### src/rtl/imem_access_arbiter.sv
// Arbiter sharing a single-port synchronous instruction memory between core fetch and the loader.
// BOOT mode serves only the loader; RUN mode prefers fetch with a starvation guard for the loader.
module imem_access_arbiter #(
  parameter int unsigned MEM_DEPTH    = 64,
  parameter int unsigned STARVE_LIMIT = 4,
  localparam int unsigned IDX_W       = $clog2(MEM_DEPTH)
) (
  input  logic             clk,
  input  logic             rst,
  input  logic             fetch_req_valid,
  output logic             fetch_req_ready,
  input  logic [31:0]      fetch_addr,
  output logic             fetch_rsp_valid,
  output logic [31:0]      fetch_rsp_data,
  output logic             fetch_rsp_err,
  input  logic             load_req_valid,
  output logic             load_req_ready,
  input  logic             load_we,
  input  logic [31:0]      load_addr,
  input  logic [31:0]      load_wdata,
  input  logic             load_done,
  output logic             load_rsp_valid,
  output logic [31:0]      load_rsp_data,
  output logic             load_rsp_err,
  output logic             run_mode,
  output logic             mem_en,
  output logic             mem_we,
  output logic [IDX_W-1:0] mem_addr,
  output logic [31:0]      mem_wdata,
  input  logic [31:0]      mem_rdata
);

  localparam logic [31:0] ADDR_END = 32'(4 * MEM_DEPTH);
  localparam logic [3:0]  LIMIT    = 4'(STARVE_LIMIT);

  typedef enum logic [0:0] {StBoot, StRun} state_e;

  state_e     state_q;
  logic [3:0] starve_q, starve_d;
  logic       fetch_pend_q, fetch_err_q;
  logic       load_pend_q, load_err_q, load_rd_q;

  logic fetch_err, load_err;
  logic fetch_gnt, load_gnt;
  logic starved;

  assign fetch_err = (fetch_addr[1:0] != 2'b00) || (fetch_addr >= ADDR_END);
  assign load_err  = (load_addr[1:0] != 2'b00) || (load_addr >= ADDR_END);
  assign starved   = (starve_q == LIMIT);

  always_comb begin
    fetch_gnt = 1'b0;
    load_gnt  = 1'b0;
    if (state_q == StBoot) begin
      load_gnt = load_req_valid;
    end else if (load_req_valid && (starved || !fetch_req_valid)) begin
      load_gnt = 1'b1;
    end else begin
      fetch_gnt = fetch_req_valid;
    end
  end

  always_comb begin
    mem_en    = 1'b0;
    mem_we    = 1'b0;
    mem_addr  = '0;
    mem_wdata = '0;
    if (load_gnt && !load_err) begin
      mem_en    = 1'b1;
      mem_we    = load_we;
      mem_addr  = load_addr[IDX_W+1:2];
      mem_wdata = load_we ? load_wdata : 32'h0;
    end else if (fetch_gnt && !fetch_err) begin
      mem_en   = 1'b1;
      mem_addr = fetch_addr[IDX_W+1:2];
    end
  end

  // Count only RUN-mode cycles where the loader waits and loses; any grant or idle clears it.
  always_comb begin
    starve_d = 4'd0;
    if (state_q == StRun && load_req_valid && !load_gnt) begin
      starve_d = starved ? starve_q : 4'(starve_q + 4'd1);
    end
  end

  always_ff @(posedge clk or posedge rst) begin
    if (rst) begin
      state_q      <= StBoot;
      starve_q     <= 4'd0;
      fetch_pend_q <= 1'b0;
      fetch_err_q  <= 1'b0;
      load_pend_q  <= 1'b0;
      load_err_q   <= 1'b0;
      load_rd_q    <= 1'b0;
    end else begin
      case (state_q)
        StBoot:  if (load_done) state_q <= StRun;
        StRun:   state_q <= StRun;
        default: state_q <= StBoot;
      endcase
      starve_q     <= starve_d;
      fetch_pend_q <= fetch_gnt;
      fetch_err_q  <= fetch_gnt && fetch_err;
      load_pend_q  <= load_gnt;
      load_err_q   <= load_gnt && load_err;
      load_rd_q    <= load_gnt && !load_err && !load_we;
    end
  end

  assign run_mode        = (state_q == StRun);
  assign fetch_req_ready = fetch_gnt;
  assign load_req_ready  = load_gnt;

  assign fetch_rsp_valid = fetch_pend_q;
  assign fetch_rsp_err   = fetch_err_q;
  assign fetch_rsp_data  = (fetch_pend_q && !fetch_err_q) ? mem_rdata : 32'h0;
  assign load_rsp_valid  = load_pend_q;
  assign load_rsp_err    = load_err_q;
  assign load_rsp_data   = load_rd_q ? mem_rdata : 32'h0;

endmodule

### config.mk
export PLATFORM = sky130hd
export DESIGN_NAME = imem_access_arbiter
export DESIGN_NICKNAME = d
export VERILOG_FILES = /design/src/rtl/imem_access_arbiter.sv
export SDC_FILE = /design/constraint.sdc
export NUM_CORES = 1
export LEC_CHECK = 0
export ABC_CLOCK_PERIOD_IN_PS = 5530
export CAP_MARGIN = 25
export CORE_AREA = 2 2 96 98
export DETAILED_ROUTE_END_ITERATION = 10
export DIE_AREA = 0 0 98 100
export GPL_ROUTABILITY_DRIVEN = 0
export PLACE_DENSITY = 0.75
export RECOVER_POWER = 50
export SLEW_MARGIN = 30
export SYNTH_ARGS = -nofsm -noshare
export SYNTH_HDL_FRONTEND = slang
export SYNTH_SLANG_ARGS = --single-unit
### constraint.sdc
create_clock -name clk -period 5.53 [get_ports clk]
set_input_delay 1.106 -clock clk [delete_from_list [all_inputs] [get_ports clk]]
set_output_delay 1.106 -clock clk [all_outputs]
set_load 0.02 [all_outputs]
# Word level (Yosys, flattened, before mapping)
# Index checks and enable logic that the tools add are counted.
# word_totals
input_bits	134
wordCells	50
regBits	10
output_inout_bits	111
# op_classes
mux	17
n_eq_ne	2
reduce_logical	20
n_bitwise	1
addsub	1
n_lt_le_gt_ge	2
# op_table
op	count
32-bit two-way mux	4
32-bit by 9-bit >= comparator with 1-bit output, second input constant	2
6-bit two-way mux	2
1-bit logical AND	9
1-bit two-way mux	8
4-bit two-way mux	2
1-bit zero test	6
4-bit by 1-bit adder with 4-bit output, second input constant	1
4-bit by 3-bit equality test with 1-bit output, second input constant	1
2-bit nonzero test	2
1-bit logical OR	3
2-bit inequality test, second input constant	1
1-bit one-hot mux with 2 select lines	1
1-bit inverter	1

# Longest topological paths before layout
# Gate-level depths: netlist (run 1).
# depth
ltp_word	8
ltp_mapped	7
mapped_depth_nobuf	6

# Worst setup path after synthesis (run 1)
# Ideal clock, no wire load.
# synth_path
kind	input to output
from	in fetch_req_valid
to	out mem_addr[0]
arrival_time_ns	2.283
n_path_buf	0
slack_ns	2.141
required_ns	4.424
stages	4
path_cell_list	nand2_1 > a21oi_1 > and3_1 > a32o_1
# synth_via
elab_chain_len	8
elab_cells_between_ends	11
classes_between	mux (6); reduce/logical (5)
# synth_rtl
element	line_no	rtl
start, declared	10	input logic fetch_req_valid,
1-bit zero test	56	end else if (load_req_valid && (starved || !fetch_req_valid)) begin
1-bit logical OR	56	
1-bit logical AND	56	
1-bit two-way mux (*)	56	
1-bit two-way mux (*)	54	if (state_q == StBoot) begin
via fetch_req_ready	11	output logic fetch_req_ready,
1-bit logical AND (*)	73	end else if (fetch_gnt && !fetch_err) begin
6-bit two-way mux (*)	73	
6-bit two-way mux (*)	68	if (load_gnt && !load_err) begin
end, declared	28	output logic [IDX_W-1:0] mem_addr,
# Mark *: on every way through the listed nets, which the timed path passes. The rest lies on a longest branch.

# Worst setup path in the final report (run 1)
# layout_path
from	in load_addr[24]
to	out mem_addr[2]
# layout_via
elab_chain_len	5
# layout_rtl
element	line_no	rtl
start, declared	19	input logic [31:0] load_addr,
32-bit by 9-bit >= comparator with 1-bit output	48	assign load_err = (load_addr[1:0] != 2'b00) || (load_addr >= ADDR_END);
1-bit logical OR	48	
1-bit zero test	68	
1-bit logical AND	68	
6-bit two-way mux	68	
# No other way between the ends.

==> flow_metrics.py, run 1 <==
metrics = {
    "floorplan": {
        "coreArea_mm2": 0.00889,
        "start_util_pct": 15.4,
        "io_pins": 245,
        "die_w_um": 98,
        "die_y_um": 100,
        "die-area_mm2": 0.00980,
        "placementRows": 35,
    },
    "global_route": {
        "grtUsageMet3_pct": 3.48,
        "use_met1_pct": 14.3,
        "grt_pass1_wl_mm": 11.4,
        "grt_pass1_vias": 2303,
        "antenna_found_initial": 0,
        "track_usage_pct": 14.3,
        "grt_use_met2_pct": 29.4,
        "grt_max_degree": 35,
        "grt.overflow.total": 0,
        "gr-max-usage-layer": "met2",
    },
    "routing": {
        "wl_per_cell_um": 14.4,
        "dr.pass1.iters": 4,
        "antenna_left": 0,
        "avgViaCountPerCell": 4.31,
        "vias": 2273,
        "drc": 0,
        "wl_mm": 7.60,
        "drt_iter0_markers": 32,
    },
    "synthesis": {
        "synthTopCellsByArea": "and2_1 30%, dfrtp_1 18%, and3_1 16%, nor4_1 5.0%, a32o_1 4.4%",
        "ys_seq_area_share_pct": 18.2,
        "synth_area_leader_cell": "and2_1",
        "yosys.cell_count.top_type": "and2_1",
        "syn_area_per_cell_um2": 7.63,
        "ys.flop_type": "dfrtp_1",
        "yosys-top-cells-count": "65 x and2_1, 36 x and3_1, 11 x nor4_1, 10 x clkbuf_1, 10 x dfrtp_1",
        "synthArstFlopShare_pct": 100,
        "yosysWarnings": 0,
        "syn_inst": 180,
        "synth_area_mm2": 0.00137,
        "synth-edff-count": 0,
        "synth_cell_type_count": 28,
        "synth_top_area_share_pct": 29.6,
        "ys_ff_latch": 10,
        "synth_nets": 316,
    },
    "sta": {
        "fin_crit_sh_pct": 84.1,
        "rsz0062_at_grt": "false",
        "slew_headroom_pct": 44.6,
        "final-setup-viol-count": 0,
        "tightestPinTransition_ns": 0.828,
        "skew_ns": 0.00372,
        "period_needed_ns": 4.65,
        "slew_violations": 0,
        "fmax_mhz": 215,
        "fin_setup_tns_ns": 0,
        "hold_violations": 0,
    },
    "setup_path": {
        "cp_num_cells": 6,
        "critPathLaunchType": "input pin",
        "worstPathArrival_ns": 3.54,
        "critPathSlowestCell": "clkdlybuf4s50_1",
        "crit_start": "load_addr[24]",
        "path_class": "in2out",
        "path_buf_inv": 2,
        "r2r_slack_ns": 3.57,
        "crit_fanout": 7,
        "r2r-start": "starve_q[0]",
        "critPathRequiredTime_ns": 4.42,
        "critical-path-top-delay-family": "buffers and inverters",
        "slowest_delay_ns": 0.61,
        "end_kind": "primary output",
        "r2r_cells": 5,
        "worstPathCellList": "dlygate4sd3_1 -> nor4_1 -> nand3_1 -> nor2_1 -> a32o_1 -> clkdlybuf4s50_1",
    },
    "clock_tree": {
        "cts_tree": "built",
        "cts_resized": 0,
        "cts-root-buf": "clkbuf_8",
        "clkTransAtPathRegs_ns": 0.04,
        "holdBufCountCts": 0,
        "htreeDepth": 1,
        "cts_made_buffers": 3,
        "clock-sinks": 10,
        "cts_max_path_buffers": 2,
        "cts_setup_buffers": 0,
        "clk_latency_ns": 0.23,
    },
    "finish": {
        "synthToLayoutAreaGrowth_pct": 186,
        "drive_gt1_share_pct": 4.09,
        "fin_util_pct": 44.2,
        "fillers": 860,
        "antennaDiodeCount": 0,
        "nets": 554,
    },
    "power": {
        "p_sw_share_pct": 25.2,
        "ir_worst_vdd_v": 0.0000546,
        "powerDensity_mw_per_mm2": 78.0,
        "p_leak_nw": 1.74,
        "p_clk_share_pct": 23.4,
        "internal_power_mw": 0.229,
        "power_frac_seq_pct": 25.1,
        "pwr-share-comb_pct": 51.5,
        "power_mw": 0.306,
        "p_switching_mw": 0.0773,
    },
    "placed_design": {
        "hpwl_mm": 6.72,
        "io_buffers": 244,
    },
    "worst_hold_path": {
        "worstHoldPathType": "reg2reg",
        "min_path_cells": 1,
        "hp-start": "starve_q[0]",
    },
    "status": {
        "status": "finished clean",
    },
    "run": {
        "drv_cap": 0,
    },
}
[power groups by stage]
stage	combinational, mW	clock, mW	sequential [mW]
after floorplan	0.0335	0	0.0798
after global placement	0.161	0	0.0780
after detailed placement	0.163	0	0.0782
after CTS	0.164	0.0741	0.0771
after global routing	0.168	0.0776	0.0772
final	0.158	0.0718	0.0769
[state kept, by name, summed over array words and instances, names as in the netlist]
| register | flops |
|---|---|
| starve_q | 4 |
| fetch_rsp_err | 1 |
| fetch_rsp_valid | 1 |
| load_rd_q | 1 |
| load_rsp_err | 1 |
| load_rsp_valid | 1 |
| run_mode | 1 |
[cells in the final DEF, fill, tap and decap left out]
cell type	instances
dlygate4sd3_1	50
nor4b_1	1
and2_1	65
nand4_2	1
xor2_1	1
ha_1	2
nand3_1	2
nor2b_1	1
and3_2	4
nor4_1	11
nand4_1	1
and3_1	36
nor4_2	2
clkbuf_8	3
buf_4	2
or2_2	1
a32o_1	6
a31o_2	1
and3b_2	1
clkdlybuf4s50_1	194
nor3_4	1
nor4_4	1
inv_1	4
o21ai_0	1
a21boi_0	1
xnor2_1	1
nand2_1	2
a21oi_1	2
nor2_1	8
dfrtp_1	10
[per-stage QoR]
| step | setup slack [ns] | std cells | hold slack, ns | area [um2] |
|---|---|---|---|---|
| 6_report | 0.881 | 527 | 0.484 | 3930 |
| 5_1_grt | 0.651 | 527 | 0.522 | 3930 |
| 2_1_floorplan | 2.14 | 180 | 0.450 | 1370 |
| 3_3_place_gp | 0.953 | 524 | 0.475 | 3900 |
| 4_1_cts | 0.876 | 527 | 0.492 | 3940 |
| 3_5_place_dp | 0.900 | 524 | 0.481 | 3900 |
[final timing paths]
path	endpoint
max	mem_addr[2]
min	starve_q[0]
max reg2reg	load_rsp_valid
min reg2reg	starve_q[0]
max in group asynchronous	load_rd_q
min in group asynchronous	run_mode
[metal layers]
layer	part of all wire [%]	up-vias	wire length [um]
met2	55	160	4200
met1	34	1003	2620
met5	0	-	0
met3	9.7	4	734
met4	0.75	0	57
li1	-	1106	-
[logic make-up after synthesis]
group	share of synthesized area, %
AND/OR/NAND/NOR	64.9
adder cells (fa/ha/maj)	1.82
AO/OA/AOI/OAI	7.48
XOR/XNOR	1.28
flip-flops	18.2
buffers and inverters	6.29
[cell type report]
| class | instances | area (um2) | share of cell area, % |
|---|---|---|---|
| Sequential cell | 10 | 250 | 6.37 |
| Timing Repair Buffer | 246 | 2460 | 62.6 |
| Tap cell | 111 | 139 | 3.54 |
| Multi-Input combinational cell | 153 | 1020 | 26.1 |
| Clock buffer | 3 | 41.3 | 1.05 |
| Inverter | 4 | 15.0 | 0.382 |
Power figures use the tool's default switching activity.
==> run 2: changes to the inputs <==
--- a/config.mk
+++ b/config.mk
@@ -5,13 +5,13 @@
 export SDC_FILE = /design/constraint.sdc
 export NUM_CORES = 1
 export LEC_CHECK = 0
-export ABC_CLOCK_PERIOD_IN_PS = 5530
+export ABC_CLOCK_PERIOD_IN_PS = 4700
 export CAP_MARGIN = 25
-export CORE_AREA = 2 2 96 98
+export CORE_AREA = 2 2 94 96
 export DETAILED_ROUTE_END_ITERATION = 10
-export DIE_AREA = 0 0 98 100
+export DIE_AREA = 0 0 96 98
 export GPL_ROUTABILITY_DRIVEN = 0
-export PLACE_DENSITY = 0.75
+export PLACE_DENSITY = 0.78
 export RECOVER_POWER = 50
 export SLEW_MARGIN = 30
 export SYNTH_ARGS = -nofsm -noshare
==> constraint.sdc (replaced) <==
create_clock -name clk -period 4.7 [get_ports clk]
set_input_delay 0.94 -clock clk [delete_from_list [all_inputs] [get_ports clk]]
set_output_delay 0.94 -clock clk [all_outputs]
set_load 0.02 [all_outputs]
==> flow_metrics.py, run 2 (synthesized netlist as in run 1, its figures left out) <==
metrics = {
    "sta": {
        "skew_ns": 0.000731,
        "slew_violations": 0,
        "fin_crit_sh_pct": 92.2,
        "tightestPinTransition_ns": 0.845,
        "slew_headroom_pct": 43.5,
        "hold_violations": 0,
        "rsz0062_at_grt": "false",
        "fin_setup_tns_ns": 0,
        "final-setup-viol-count": 0,
        "fmax_mhz": 231,
        "period_needed_ns": 4.33,
    },
    "setup_path": {
        "critPathSlowestCell": "o21ai_0",
        "crit_fanout": 8,
        "critPathLaunchType": "input pin",
        "end_kind": "primary output",
        "critPathRequiredTime_ns": 3.76,
        "worstPathArrival_ns": 3.39,
        "path_class": "in2out",
        "slowest_delay_ns": 0.63,
        "r2r_slack_ns": 2.70,
        "worstPathCellList": "dlygate4sd3_1 -> nand2_1 -> o21ai_0 -> inv_1 -> a32o_1 -> clkdlybuf4s50_1",
    },
    "finish": {
        "synthToLayoutAreaGrowth_pct": 188,
        "largest-register": "starve_q",
        "antennaDiodeCount": 0,
        "final_cell_mix": "194 x clkdlybuf4s50_1, 65 x and2_1, 50 x dlygate4sd3_1, 36 x and3_1, 11 x nor4_1",
        "drive_gt1_share_pct": 4.53,
        "largest_reg_flops": 4,
        "nets": 556,
        "layout_commonest_cell": "clkdlybuf4s50_1",
    },
    "clock_tree": {
        "htreeDepth": 1,
        "clk_latency_ns": 0.23,
        "cts_made_buffers": 3,
        "cts_max_path_buffers": 2,
        "cts_setup_buffers": 0,
        "clkTransAtPathRegs_ns": 0.05,
        "cts_resized": 0,
        "cts_tree": "built",
        "holdBufCountCts": 0,
        "cts-root-buf": "clkbuf_8",
        "clock-sinks": 10,
    },
    "floorplan": {
        "die-area_mm2": 0.00941,
        "die_y_um": 98,
        "coreArea_mm2": 0.00847,
        "start_util_pct": 16.2,
        "die_w_um": 96,
        "placementRows": 34,
        "io_pins": 245,
    },
    "global_route": {
        "grt_pass1_vias": 2349,
        "grt.overflow.total": 0,
        "antenna_found_initial": 0,
        "grt_pass1_wl_mm": 11.1,
        "track_usage_pct": 14.7,
        "grt_max_degree": 35,
    },
    "routing": {
        "dr.pass1.iters": 4,
        "antenna_left": 0,
        "wl_mm": 7.44,
        "drt_iter0_markers": 26,
        "avgViaCountPerCell": 4.31,
        "wl_per_cell_um": 14.1,
        "drc": 0,
        "vias": 2269,
    },
    "placed_design": {
        "io_buffers": 244,
        "hpwl_mm": 6.53,
    },
    "run": {
        "drv_cap": 0,
    },
    "power": {
        "power_mw": 0.384,
        "ir_worst_vdd_v": 0.0000639,
        "p_leak_nw": 1.76,
        "powerDensity_mw_per_mm2": 97.2,
    },
    "worst_hold_path": {
        "worstHoldPathType": "reg2reg",
    },
    "status": {
        "status": "finished clean",
    },
}
[run 2: changes by cell type in the layout (fill, tap and decap cells not counted)]
cell | before | now
clkbuf_1 | 0 | 1
buf_4 | 2 | 3
clkbuf_8 | 3 | 4
[run 2: final cells by class]
class                      instances  area (um2)
fill                             799        4520
timing repair buffer             248        2470
multi-input combinational        153        1020
sequential                        10         250
tap                              108         135
clock buffer                       4        55.1
inverter                           4        15.0
[run 2: worst paths after layout]
kind,end,startpoint,depth (start not counted)
max reg2reg,load_rsp_valid,starve_q[0],5
max,mem_addr[4],fetch_req_valid,6
min reg2reg,starve_q[0],starve_q[0],1
max in group asynchronous,starve_q[0],rst,2
min in group asynchronous,run_mode,rst,2
min,starve_q[0],starve_q[0],1
[run 2: where the power goes]
part           internal, mW  switching (mW)  total, mW  leakage [nW]
registers            0.0890         0.00133     0.0903         0.127
clock network        0.0736          0.0332      0.107        0.0288
logic                 0.125          0.0616      0.187          1.60
[run 2: per-stage QoR]
| step | util [%] | cell area, um2 | hold WS (ns) | std cells | worst slack (ns) |
|---|---|---|---|---|---|
| floorplan | - | 1370 | 0.450 | 180 | 1.64 |
| CTS | 46.8 | 3960 | 0.491 | 527 | 0.565 |
| detailed placement | 46.2 | 3910 | 0.480 | 523 | 0.574 |
| global route | 46.6 | 3950 | 0.509 | 527 | 0.217 |
| finish | 46.6 | 3950 | 0.490 | 527 | 0.367 |
| global placement | 46.2 | 3910 | 0.473 | 523 | 0.621 |
[run 2: layer usage]
metal / vias to the layer above / global-route usage (%) / wire length [um] / share of wire, %
met3: 6 / 3.78 / 907 / 12
met4: 0 / 3.08 / 86 / 1.2
li1: 1108 / - / - / -
met1: 1002 / 14.8 / 2480 / 33
met2: 153 / 29.1 / 3970 / 53
met5: - / 0 / 0 / 0
[run 2: critical path, delay by kind of cell]
kind	cells	cell delay, ns
buffers and inverters	3	1.40
AO/OA/AOI/OAI	2	0.96
AND/OR/NAND/NOR	1	0.08
